File: src/rtl/slv_i2c_pkg.sv
// Shared definitions for the I2C slave register controller: FSM states,
// bus-level ACK/NACK levels and the default slave address.
package slv_i2c_pkg;

  typedef enum logic [2:0] {
    ST_IDLE    = 3'd0,
    ST_REG_PTR = 3'd1,
    ST_WRITE   = 3'd2,
    ST_READ    = 3'd3,
    ST_IGNORE  = 3'd4
  } state_t;

  localparam logic       ACK_BIT      = 1'b0;
  localparam logic       NACK_BIT     = 1'b1;
  localparam logic [6:0] DEF_SLV_ADDR = 7'h3C;

endpackage

File: src/rtl/slv_i2c_reg_ctrl_if.sv
// Signal bundle between the slave FSM / local host (master side) and the
// register controller (slave side).
interface slv_i2c_reg_ctrl_if #(
  parameter int DATA_SZ  = 8,
  parameter int NUM_REGS = 16
);
  localparam int AW = $clog2(NUM_REGS);

  logic               I_ADDR_VLD;
  logic [DATA_SZ-2:0] I_ADDR_SLV;
  logic               I_RW;
  logic               I_REG_VLD;
  logic [DATA_SZ-1:0] I_ADDR_REG;
  logic               I_DATA_VLD;
  logic [DATA_SZ-1:0] I_DATA_RD;
  logic               I_TX_REQ;
  logic               I_MACK_VLD;
  logic               I_ACK_MSTR;
  logic               I_STOP;
  logic               I_HOST_WE;
  logic [AW-1:0]      I_HOST_ADDR;
  logic [DATA_SZ-1:0] I_HOST_WDATA;

  logic               O_ACK;
  logic [DATA_SZ-1:0] O_DATA_TX;
  logic [DATA_SZ-1:0] O_HOST_RDATA;
  logic               O_HOST_COLL;
  logic               O_WR_STB;
  logic [AW-1:0]      O_WR_ADDR;
  logic [DATA_SZ-1:0] O_WR_DATA;
  logic               O_BUSY;

  modport master (
    output I_ADDR_VLD, I_ADDR_SLV, I_RW, I_REG_VLD, I_ADDR_REG, I_DATA_VLD,
           I_DATA_RD, I_TX_REQ, I_MACK_VLD, I_ACK_MSTR, I_STOP, I_HOST_WE,
           I_HOST_ADDR, I_HOST_WDATA,
    input  O_ACK, O_DATA_TX, O_HOST_RDATA, O_HOST_COLL, O_WR_STB, O_WR_ADDR,
           O_WR_DATA, O_BUSY
  );

  modport slave (
    input  I_ADDR_VLD, I_ADDR_SLV, I_RW, I_REG_VLD, I_ADDR_REG, I_DATA_VLD,
           I_DATA_RD, I_TX_REQ, I_MACK_VLD, I_ACK_MSTR, I_STOP, I_HOST_WE,
           I_HOST_ADDR, I_HOST_WDATA,
    output O_ACK, O_DATA_TX, O_HOST_RDATA, O_HOST_COLL, O_WR_STB, O_WR_ADDR,
           O_WR_DATA, O_BUSY
  );
endinterface

File: src/rtl/slv_i2c_regbank.sv
// Register bank with an I2C write port that wins over the host write port,
// plus registered transmit and host read ports (old data on read-during-write).
module slv_i2c_regbank #(
  parameter int DATA_SZ  = 8,
  parameter int NUM_REGS = 16,
  parameter int AW       = $clog2(NUM_REGS)
) (
  input  logic               CLK,
  input  logic               RST_n,
  input  logic               i2c_we,
  input  logic [AW-1:0]      i2c_addr,
  input  logic [DATA_SZ-1:0] i2c_wdata,
  input  logic               host_we,
  input  logic [AW-1:0]      host_addr,
  input  logic [DATA_SZ-1:0] host_wdata,
  input  logic               tx_re,
  input  logic [AW-1:0]      tx_addr,
  output logic [DATA_SZ-1:0] tx_rdata,
  output logic [DATA_SZ-1:0] host_rdata,
  output logic               host_coll
);

  logic [DATA_SZ-1:0] mem [NUM_REGS];
  logic               host_hit;

  assign host_hit = i2c_we && host_we && (i2c_addr == host_addr);

  // NOTE: the bank must read back zero after reset, so it is built from
  // resettable flops and cannot map onto a RAM macro.
  // NOTE: all state here uses non-blocking assignments so every read port
  // sees the value from before this edge's writes.
  always_ff @(posedge CLK) begin
    if (!RST_n) begin
      for (int i = 0; i < NUM_REGS; i++) mem[i] <= '0;
      tx_rdata   <= '0;
      host_rdata <= '0;
      host_coll  <= 1'b0;
    end else begin
      if (host_we && !host_hit) mem[host_addr] <= host_wdata;
      if (i2c_we)               mem[i2c_addr]  <= i2c_wdata;
      if (tx_re)                tx_rdata       <= mem[tx_addr];
      host_rdata <= mem[host_addr];
      host_coll  <= host_hit;
    end
  end

endmodule

File: src/rtl/slv_i2c_reg_ctrl.sv
// Transaction sequencer beside the I2C slave FSM: ACK/NACK decisions,
// auto-incrementing register pointer and register-bank access.
module slv_i2c_reg_ctrl
  import slv_i2c_pkg::*;
#(
  parameter int                  DATA_SZ  = 8,
  parameter logic [DATA_SZ-2:0]  SLV_ADDR = DEF_SLV_ADDR,
  parameter int                  NUM_REGS = 16,
  parameter logic [NUM_REGS-1:0] RO_MASK  = '0
) (
  input logic               CLK,
  input logic               RST_n,
  slv_i2c_reg_ctrl_if.slave bus
);

  localparam int AW = $clog2(NUM_REGS);

  state_t             state, state_next;
  logic [AW-1:0]      ptr, ptr_next, ptr_inc;
  logic               ack, ack_next;
  logic               wr_en, tx_re;
  logic               wr_stb;
  logic [AW-1:0]      wr_addr;
  logic [DATA_SZ-1:0] wr_data;
  logic               addr_match, reg_ok;
  logic [DATA_SZ-1:0] tx_rdata, host_rdata;
  logic               host_coll;

  assign ptr_inc    = ptr + AW'(1);
  assign addr_match = (bus.I_ADDR_SLV == SLV_ADDR);
  assign reg_ok     = int'(bus.I_ADDR_REG) < NUM_REGS;

  // NOTE: every signal driven here gets a default first, so no path can
  // leave one unassigned and infer a latch.
  always_comb begin
    state_next = state;
    ack_next   = ack;
    ptr_next   = ptr;
    wr_en      = 1'b0;
    tx_re      = 1'b0;
    if (bus.I_STOP) begin
      state_next = ST_IDLE;
      ack_next   = 1'b0;
    end else if (bus.I_ADDR_VLD) begin
      ack_next   = addr_match;
      state_next = !addr_match ? ST_IGNORE : (bus.I_RW ? ST_READ : ST_REG_PTR);
    end else begin
      unique case (state)
        ST_REG_PTR: if (bus.I_REG_VLD) begin
          ack_next   = reg_ok;
          state_next = reg_ok ? ST_WRITE : ST_IGNORE;
          if (reg_ok) ptr_next = bus.I_ADDR_REG[AW-1:0];
        end
        ST_WRITE: if (bus.I_DATA_VLD) begin
          // Read-only registers are NACKed but still advance the pointer.
          wr_en    = !RO_MASK[ptr];
          ack_next = !RO_MASK[ptr];
          ptr_next = ptr_inc;
        end
        ST_READ: begin
          tx_re = bus.I_TX_REQ;
          if (bus.I_TX_REQ) ptr_next = ptr_inc;
          if (bus.I_MACK_VLD) begin
            case (bus.I_ACK_MSTR)
              NACK_BIT: begin
                state_next = ST_IGNORE;
                ack_next   = 1'b0;
              end
              ACK_BIT: state_next = ST_READ;
              default: state_next = ST_READ;
            endcase
          end
        end
        ST_IGNORE: ack_next = 1'b0;
        default: ;
      endcase
    end
  end

  always_ff @(posedge CLK) begin
    if (!RST_n) begin
      state   <= ST_IDLE;
      ptr     <= '0;
      ack     <= 1'b0;
      wr_stb  <= 1'b0;
      wr_addr <= '0;
      wr_data <= '0;
    end else begin
      state  <= state_next;
      ptr    <= ptr_next;
      ack    <= ack_next;
      wr_stb <= wr_en;
      if (wr_en) begin
        wr_addr <= ptr;
        wr_data <= bus.I_DATA_RD;
      end
    end
  end

  slv_i2c_regbank #(.DATA_SZ(DATA_SZ), .NUM_REGS(NUM_REGS), .AW(AW)) u_bank (
    .CLK        (CLK),
    .RST_n      (RST_n),
    .i2c_we     (wr_en),
    .i2c_addr   (ptr),
    .i2c_wdata  (bus.I_DATA_RD),
    .host_we    (bus.I_HOST_WE),
    .host_addr  (bus.I_HOST_ADDR),
    .host_wdata (bus.I_HOST_WDATA),
    .tx_re      (tx_re),
    .tx_addr    (ptr),
    .tx_rdata   (tx_rdata),
    .host_rdata (host_rdata),
    .host_coll  (host_coll)
  );

  assign bus.O_ACK        = ack;
  assign bus.O_DATA_TX    = tx_rdata;
  assign bus.O_HOST_RDATA = host_rdata;
  assign bus.O_HOST_COLL  = host_coll;
  assign bus.O_WR_STB     = wr_stb;
  assign bus.O_WR_ADDR    = wr_addr;
  assign bus.O_WR_DATA    = wr_data;
  assign bus.O_BUSY       = (state != ST_IDLE);

endmodule
File: src/flat_wrapper.sv
// flat-port wrapper written by rule: the top's interface ports become plain ports
module slv_i2c_reg_ctrl_flat import slv_i2c_pkg::*;
#(
  parameter int                  DATA_SZ  = 8,
  parameter logic [DATA_SZ-2:0]  SLV_ADDR = DEF_SLV_ADDR,
  parameter int                  NUM_REGS = 16,
  parameter logic [NUM_REGS-1:0] RO_MASK  = '0
)
  (CLK, RST_n, bus_I_ADDR_VLD, bus_I_ADDR_SLV, bus_I_RW, bus_I_REG_VLD, bus_I_ADDR_REG, bus_I_DATA_VLD, bus_I_DATA_RD, bus_I_TX_REQ, bus_I_MACK_VLD, bus_I_ACK_MSTR, bus_I_STOP, bus_I_HOST_WE, bus_I_HOST_ADDR, bus_I_HOST_WDATA, bus_O_ACK, bus_O_DATA_TX, bus_O_HOST_RDATA, bus_O_HOST_COLL, bus_O_WR_STB, bus_O_WR_ADDR, bus_O_WR_DATA, bus_O_BUSY);
  slv_i2c_reg_ctrl_if #(.DATA_SZ(DATA_SZ), .NUM_REGS(NUM_REGS)) bus_i ();
  input logic CLK;
  input logic RST_n;
  input wire logic [$bits(bus_i.I_ADDR_VLD)-1:0] bus_I_ADDR_VLD;
  input wire logic [$bits(bus_i.I_ADDR_SLV)-1:0] bus_I_ADDR_SLV;
  input wire logic [$bits(bus_i.I_RW)-1:0] bus_I_RW;
  input wire logic [$bits(bus_i.I_REG_VLD)-1:0] bus_I_REG_VLD;
  input wire logic [$bits(bus_i.I_ADDR_REG)-1:0] bus_I_ADDR_REG;
  input wire logic [$bits(bus_i.I_DATA_VLD)-1:0] bus_I_DATA_VLD;
  input wire logic [$bits(bus_i.I_DATA_RD)-1:0] bus_I_DATA_RD;
  input wire logic [$bits(bus_i.I_TX_REQ)-1:0] bus_I_TX_REQ;
  input wire logic [$bits(bus_i.I_MACK_VLD)-1:0] bus_I_MACK_VLD;
  input wire logic [$bits(bus_i.I_ACK_MSTR)-1:0] bus_I_ACK_MSTR;
  input wire logic [$bits(bus_i.I_STOP)-1:0] bus_I_STOP;
  input wire logic [$bits(bus_i.I_HOST_WE)-1:0] bus_I_HOST_WE;
  input wire logic [$bits(bus_i.I_HOST_ADDR)-1:0] bus_I_HOST_ADDR;
  input wire logic [$bits(bus_i.I_HOST_WDATA)-1:0] bus_I_HOST_WDATA;
  output wire logic [$bits(bus_i.O_ACK)-1:0] bus_O_ACK;
  output wire logic [$bits(bus_i.O_DATA_TX)-1:0] bus_O_DATA_TX;
  output wire logic [$bits(bus_i.O_HOST_RDATA)-1:0] bus_O_HOST_RDATA;
  output wire logic [$bits(bus_i.O_HOST_COLL)-1:0] bus_O_HOST_COLL;
  output wire logic [$bits(bus_i.O_WR_STB)-1:0] bus_O_WR_STB;
  output wire logic [$bits(bus_i.O_WR_ADDR)-1:0] bus_O_WR_ADDR;
  output wire logic [$bits(bus_i.O_WR_DATA)-1:0] bus_O_WR_DATA;
  output wire logic [$bits(bus_i.O_BUSY)-1:0] bus_O_BUSY;
  assign bus_i.I_ADDR_VLD = bus_I_ADDR_VLD;
  assign bus_i.I_ADDR_SLV = bus_I_ADDR_SLV;
  assign bus_i.I_RW = bus_I_RW;
  assign bus_i.I_REG_VLD = bus_I_REG_VLD;
  assign bus_i.I_ADDR_REG = bus_I_ADDR_REG;
  assign bus_i.I_DATA_VLD = bus_I_DATA_VLD;
  assign bus_i.I_DATA_RD = bus_I_DATA_RD;
  assign bus_i.I_TX_REQ = bus_I_TX_REQ;
  assign bus_i.I_MACK_VLD = bus_I_MACK_VLD;
  assign bus_i.I_ACK_MSTR = bus_I_ACK_MSTR;
  assign bus_i.I_STOP = bus_I_STOP;
  assign bus_i.I_HOST_WE = bus_I_HOST_WE;
  assign bus_i.I_HOST_ADDR = bus_I_HOST_ADDR;
  assign bus_i.I_HOST_WDATA = bus_I_HOST_WDATA;
  assign bus_O_ACK = bus_i.O_ACK;
  assign bus_O_DATA_TX = bus_i.O_DATA_TX;
  assign bus_O_HOST_RDATA = bus_i.O_HOST_RDATA;
  assign bus_O_HOST_COLL = bus_i.O_HOST_COLL;
  assign bus_O_WR_STB = bus_i.O_WR_STB;
  assign bus_O_WR_ADDR = bus_i.O_WR_ADDR;
  assign bus_O_WR_DATA = bus_i.O_WR_DATA;
  assign bus_O_BUSY = bus_i.O_BUSY;
  slv_i2c_reg_ctrl #(.DATA_SZ(DATA_SZ), .SLV_ADDR(SLV_ADDR), .NUM_REGS(NUM_REGS), .RO_MASK(RO_MASK)) u_core (.CLK(CLK), .RST_n(RST_n), .bus(bus_i));
endmodule
File: config.mk
export PLATFORM = sky130hd
export DESIGN_NAME = slv_i2c_reg_ctrl_flat
export DESIGN_NICKNAME = d
export VERILOG_FILES = /design/src/rtl/slv_i2c_pkg.sv /design/src/rtl/slv_i2c_reg_ctrl_if.sv /design/src/rtl/slv_i2c_regbank.sv /design/src/rtl/slv_i2c_reg_ctrl.sv /design/src/flat_wrapper.sv
export SDC_FILE = /design/constraint.sdc
export NUM_CORES = 1
export LEC_CHECK = 0
export ABC_AREA = 1
export ABC_CLOCK_PERIOD_IN_PS = 2500
export CORE_MARGIN = 2
export CORE_UTILIZATION = 30
export DETAILED_ROUTE_END_ITERATION = 10
export DONT_BUFFER_PORTS = 1
export PLACE_DENSITY = 0.48
export REMOVE_ABC_BUFFERS = 1
export SKIP_CTS_REPAIR_TIMING = 1
export SLEW_MARGIN = 30
export SYNTH_ARGS = -nofsm -noshare
export SYNTH_HDL_FRONTEND = slang
export SYNTH_HIERARCHICAL = 1
export SYNTH_SLANG_ARGS = --single-unit
File: constraint.sdc
create_clock -name CLK -period 2.5 [get_ports CLK]
set_input_delay 0.5 -clock CLK [delete_from_list [all_inputs] [get_ports CLK]]
set_output_delay 0.5 -clock CLK [all_outputs]
set_load 0.005 [all_outputs]
==> flow_summary_export.csv, run 1 <==
group,metric,value,unit
setup_path,path_cells,"inv_2 -> nor2_4 -> nand4_2 -> inv_2 -> nand2_1 -> nor3_2 -> nand2_4 -> nand3_1 -> nand3b_1",
clocking,clkTransAtPathRegs,0.07,ns
setup_path,arrival,2.40,ns
power_and_ir_drop,leakage,4.97,nW
finish,stdcell_area,0.0115,sq mm
floorplanning,io_pins,78,
setup_path,cp-start-kind,"flop",
sta,fmax,432,MHz
synth,synth_top_cell_by_area,"edfxtp_1",
sta,setup_tns,0,ns
detailed_routing,vias,10200,
synth,syn_area,0.0105,sq mm
sta,fin_ws,0.185,ns
global_routing,grt-busiest-layer,"met2",
setup_path,rr_endpoint,"u_core/u_bank/mem[12][7]",
synth,async_flop_share,0,
clocking,root_buffer,"clkbuf_16",
clocking,clock-sinks,166,
sta,worstMarginPinSlew,0.727,ns
power_and_ir_drop,cellPowerDensity,544,mW/mm^2
global_routing,antenna_found_initial,0,
floorplanning,fp-row-count,68,
synth,netlist_instances,1479,
finish,drive_above_1_share,0.0943,
sta,finalHoldViolCount,0,
clocking,numCtsBuffers,17,
clocking,cts_tree,"yes",
run_status,outcome,"complete, no violations",
sta,rsz0062_at_grt,"false",
global_routing,grtUsageMet2,0.365,
clocking,clk_path_buf_depth,2,
synth,seq_area_frac_synth,0.438,
sta,setup-violations-final,0,
place,place.gp.congestion,0.902,
setup_path,cpPeakStageDelay,0.42,ns
synth,synth-seq-cells,166,
synth,ys_types,30,
global_routing,use_met3,0.0360,
synth,synth_area_per_cell,7.10,sq um
detailed_routing,routed_via_density,5.36,
global_routing,grt_util_met1,0.294,
floorplanning,core_area,0.0345,sq mm
finish,nFillCells,3751,
detailed_routing,wl,40.7,mm
finish,area_delta_synth_final,9.96,%
global_routing,grt_pass1_wl,60.6,mm
global_routing,grt_max_degree,65,
setup_path,worstPathMaxFanout,35,
synth,synth_top_area_frac,0.366,
min_path,holdPathStages,2,
place,place_area,0.0110,sq mm
synth,synth_common_cells,"634 x nand2_1, 177 x nand3_1, 163 x nand4_1",
job,maxCapViolCount,0,
detailed_routing,dr.pass1.iters,6,
synth,synth_ff_type,"edfxtp_1",
finish,nets,1488,
setup_path,required,2.58,ns
setup_path,critPathBufInv,2,
floorplanning,fp.dieW,191,microns
floorplanning,initial_utilization,0.304,
detailed_routing,dr.first_iter.drc_count,1022,
min_path,hold_end,"u_core/ptr[1]",
min_path,hold_path.class,"in -> reg",
sta,fin_skew,0.0124,ns
clocking,insertion_delay,0.45,ns
setup_path,end_kind,"flop",
place,dp_hpwl,27.1,mm
setup_path,critPathTopFamily,"simple AND/OR/NAND/NOR gates",
synth,synth_warnings,6,
clocking,htree_levels,4,
place,dp_cells,1873,
synth,synth_edf_count,128,
global_routing,track_usage,0.225,
synth,yosysMostFrequentCell,"nand2_1",
place,portBuffers,0,
finish,final_cells,1908,
sta,fin_crit_sh,0.926,
min_path,hold_path_startpoint,"RST_n",
floorplanning,dieArea,0.0365,sq mm
power_and_ir_drop,ir_drop,0.480,mV
setup_path,r2r_cells,9,
place,pre_cts_ws,-0.00885,ns
setup_path,reg2reg_from,"u_core/state[1]",
setup_path,cp_common_cell,"inv_2",
synth,synth_area_leaders,"edfxtp_1 37%, nand2_1 23%, nand4_1 9.7%",
global_routing,grt_pass1_vias,9628,
sta,finalCriticalPeriod,2.31,ns
global_routing,grt-ovfl-total,0,
detailed_routing,ant_nets,0,
sta,slew_viol_final,0,
detailed_routing,drc,0,
setup_path,slowest_stage,"dfxtp_1",
floorplanning,die_h,191,microns
power_and_ir_drop,p_total,0.00628,W
setup_path,rrSetupSlack,0.19,ns
finish,antenna_cells,0,
detailed_routing,wl_per_cell,21.3,microns
sta,slew_headroom,0.515,
setup_path,path_class,"reg -> reg",
## through the flow
stage / utilization / hold WS [ns]
final: 0.334 / 0.188
after global routing: 0.334 / 0.166
after global placement: 0.317 / 0.498
after floorplan: - / 0.480
after detailed placement: 0.317 / 0.504
after CTS: 0.333 / 0.159
## metal layers
metal / share of wire / routed length (microns)
met3: 0.060 / 2430
met1: 0.43 / 17700
met4: 0.035 / 1420
met2: 0.47 / 19200
met5: 0 / 0
## state kept, by name, summed over array words and instances (netlist names), 3 cells and up
name and cells:
u_core/ptr 4, u_core/bus.O_WR_ADDR 4, u_core/u_bank/mem 128, u_core/bus.O_WR_DATA 8, u_core/state 3, u_core/u_bank/tx_rdata 8
u_core/u_bank/host_rdata 8
## cell families (layout without fill, tap and decap cells)
| kind of cell | count (synthesis) | in the layout | share of synthesized area |
|---|---|---|---|
| buf+inv | 178 | 152 | 0.0739 |
| simple gates | 1111 | 1111 | 0.475 |
| xor+xnor | 1 | 1 | 0.000834 |
| flops | 166 | 166 | 0.438 |
| compound gates | 22 | 22 | 0.0111 |
| fa+ha+maj | 1 | 1 | 0.00119 |
## worst max path at each step
stage               startpoint                        to  slack [ns]  cells after the start
6_report       u_core/state[1]  u_core/u_bank/mem[12][7]        0.19                      9
5_1_grt        u_core/state[1]  u_core/u_bank/mem[12][7]        0.01                      9
4_1_cts        u_core/state[1]  u_core/u_bank/mem[11][1]        0.14                      9
3_5_place_dp    bus_I_ADDR_VLD  u_core/u_bank/mem[11][5]      -0.009                      8
3_3_place_gp    bus_I_ADDR_VLD   u_core/u_bank/mem[9][5]        0.04                      8
2_1_floorplan    u_core/ptr[0]  u_core/u_bank/mem[10][0]       -1.31                      6
## cell type report
type                            count  area [sq um]  share of cell area
Multi-Input combinational cell   1135          5140               0.445
Inverter                           66           253              0.0219
Sequential cell                   166          4610               0.399
Clock inverter                     12          87.6             0.00758
Clock buffer                       19           464              0.0402
Tap cell                          455           569              0.0493
Timing Repair Buffer               55           425              0.0368
## layout by cell type, fill, tap and decap left out, types with 15 or more instances in the layout
cell / Yosys / routed
nand2_1: 634 / 634
nand4_1: 163 / 163
inv_1: 53 / 53
nor2_1: 94 / 94
buf_4: 4 / 54
dfxtp_1: 38 / 36
edfxtp_1: 128 / 128
nand3_1: 177 / 175
clkbuf_16: 0 / 18
o21ai_0: 15 / 15
## power by group
| group | internal [W] | switching, W | leakage [nW] | total [W] |
|---|---|---|---|---|
| Clock | 0.00136 | 0.00117 | 0.273 | 0.00253 |
| Combinational | 0.000155 | 0.000390 | 3.15 | 0.000545 |
| Sequential | 0.00310 | 0.000104 | 1.54 | 0.00321 |
(Power assumes the default switching activity.)
==> run 2: changes to the inputs <==
- MAX_ROUTING_LAYER: not set -> met4
==> flow_summary_export.csv, run 2 (synthesis gave the netlist of run 1 again) <==
group,metric,value,unit
min_path,hold_end,"u_core/ptr[2]",
floorplanning,fp.dieW,191,microns
setup_path,rrSetupSlack,0.19,ns
finish,final_cell_mix,"634 x nand2_1, 171 x nand3_1, 163 x nand4_1",
sta,whs,0.186,ns
global_routing,grt_pass1_wl,59.6,mm
power_and_ir_drop,leakage,5.00,nW
sta,setup-violations-final,0,
clocking,clkTransAtPathRegs,0.07,ns
power_and_ir_drop,p_int,0.00469,W
setup_path,path_class,"reg -> reg",
finish,drive_above_1_share,0.0989,
clocking,clock-sinks,166,
setup_path,required,2.60,ns
detailed_routing,wl,40.3,mm
clocking,clk_path_buf_depth,2,
finish,nFillCells,3769,
setup_path,path_cells,"inv_2 -> nor2_4 -> nand4_2 -> inv_2 -> nand2_1 -> nor3_2 -> nand2_4 -> nand3_1 -> nand3_1",
sta,finalCriticalPeriod,2.31,ns
setup_path,reg2reg_from,"u_core/state[1]",
detailed_routing,routed_via_density,5.30,
finish,largest_reg_flops,128,
clocking,cts_tree,"yes",
detailed_routing,vias,10100,
floorplanning,initial_utilization,0.304,
clocking,root_buffer,"clkbuf_16",
sta,slew_viol_final,0,
global_routing,antenna_found_initial,0,
power_and_ir_drop,pwr-share-comb,0.086,
floorplanning,io_pins,78,
sta,finalHoldViolCount,0,
sta,rsz0062_at_grt,"false",
global_routing,track_usage,0.229,
detailed_routing,dr.first_iter.drc_count,1226,
power_and_ir_drop,power_frac_seq,0.501,
min_path,hold_path.class,"in -> reg",
setup_path,cp-start-kind,"flop",
power_and_ir_drop,p_total,0.00639,W
global_routing,grt-ovfl-total,0,
setup_path,arrival,2.40,ns
global_routing,grt_max_degree,65,
sta,worstMarginPinSlew,0.740,ns
power_and_ir_drop,clkPwrFrac,0.412,
place,place.gp.congestion,0.955,
place,dp_cells,1873,
finish,nets,1490,
sta,fin_crit_sh,0.923,
detailed_routing,ant_nets,0,
setup_path,worstPathMaxFanout,37,
sta,slew_headroom,0.506,
place,dp_hpwl,27.1,mm
power_and_ir_drop,p_sw_frac,0.266,
power_and_ir_drop,p_sw,0.00170,W
floorplanning,core_area,0.0345,sq mm
detailed_routing,drc,0,
sta,setup_tns,0,ns
finish,layout_commonest_cell,"nand2_1",
setup_path,end_kind,"flop",
run_status,outcome,"complete, no violations",
finish,area_delta_synth_final,10.6,%
clocking,htree_levels,4,
clocking,insertion_delay,0.45,ns
job,maxCapViolCount,0,
place,portBuffers,0,
finish,final_cells,1911,
sta,fin_skew,0.0216,ns
floorplanning,die_h,191,microns
detailed_routing,dr.pass1.iters,5,
setup_path,r2r_cells,9,
detailed_routing,wl_per_cell,21.1,microns
clocking,numCtsBuffers,17,
sta,fmax,433,MHz
power_and_ir_drop,cellPowerDensity,550,mW/mm^2
global_routing,grt_pass1_vias,9497,
floorplanning,fp-row-count,68,
power_and_ir_drop,ir_drop,0.492,mV
finish,antenna_cells,0,
min_path,holdPathStages,2,
setup_path,slowest_stage,"dfxtp_1",
finish,top_register,"u_core/u_bank/mem",
floorplanning,dieArea,0.0365,sq mm
min_path,hold_path_startpoint,"RST_n",
setup_path,cpPeakStageDelay,0.43,ns
setup_path,rr_endpoint,"u_core/u_bank/mem[1][7]",
## run 2: cell types whose count changed in the layout (fill, tap and decap cells not counted), sizes merged
cell,before,now
clkinvlp,2,1
clkbuf,19,18
clkinv,4,5
bufinv,0,1
buf,55,57
inv,72,73
## run 2: layout make-up
class                      count  area [sq um]  share of cell area
inverter                      66           253              0.0218
sequential                   166          4610               0.397
timing repair buffer          57           440              0.0379
multi-input combinational   1135          5160               0.445
clock buffer                  18           439              0.0378
tap                          455           569              0.0490
clock inverter                14           141              0.0122
## run 2: worst max-delay path by stage
stage               startpoint  cells past startpoint                        to  slack [ns]
2_1_floorplan    u_core/ptr[0]                      6  u_core/u_bank/mem[10][0]       -1.31
3_3_place_gp    bus_I_ADDR_VLD                      8  u_core/u_bank/mem[14][6]        0.01
3_5_place_dp    bus_I_ADDR_VLD                      8  u_core/u_bank/mem[14][2]      -0.005
4_1_cts        u_core/state[1]                      9  u_core/u_bank/mem[14][1]        0.11
5_1_grt        u_core/state[1]                      9   u_core/u_bank/mem[1][7]       0.008
6_report       u_core/state[1]                      9   u_core/u_bank/mem[1][7]        0.19
## run 2: routing by layer
layer / routed length, microns / global-route usage / up-vias
li1: - / - / 4885
met1: 17500 / 0.297 / 4762
met2: 18900 / 0.363 / 408
met3: 2460 / 0.0312 / 77
met4: 1360 / 0.0899 / 0
met5: 0 / - / -
## run 2: power groups by stage
stage	sequential, W	combinational, W	clock (W)
after global placement	0.00327	0.000528	0
after CTS	0.00320	0.000531	0.00270
after global routing	0.00321	0.000602	0.00282
final	0.00320	0.000551	0.00263
after floorplan	0.00322	0.000339	0
after detailed placement	0.00326	0.000529	0
## run 2: critical path, delay by kind of cell, from the launching register on
family	cells	cell delay (ns)
buffers and inverters	2	0.19
flip-flops	1	0.43
AND/OR/NAND/NOR	7	1.31
## run 2: stage by stage
| stage | setup WS [ns] | utilization | instance area, sq um |
|---|---|---|---|
| global route | 0.00824 | 0.336 | 11600 |
| finish | 0.192 | 0.336 | 11600 |
| CTS | 0.109 | 0.334 | 11500 |
| global placement | 0.00985 | 0.317 | 11000 |
| floorplan | -1.31 | - | 9970 |
| detailed placement | -0.00509 | 0.317 | 11000 |
==> run 3: changes to the inputs <==
- CAP_MARGIN: not set -> 40
==> results of run 3 <==
Same layout as run 2: the final DEF is identical, and so are final timing and power.
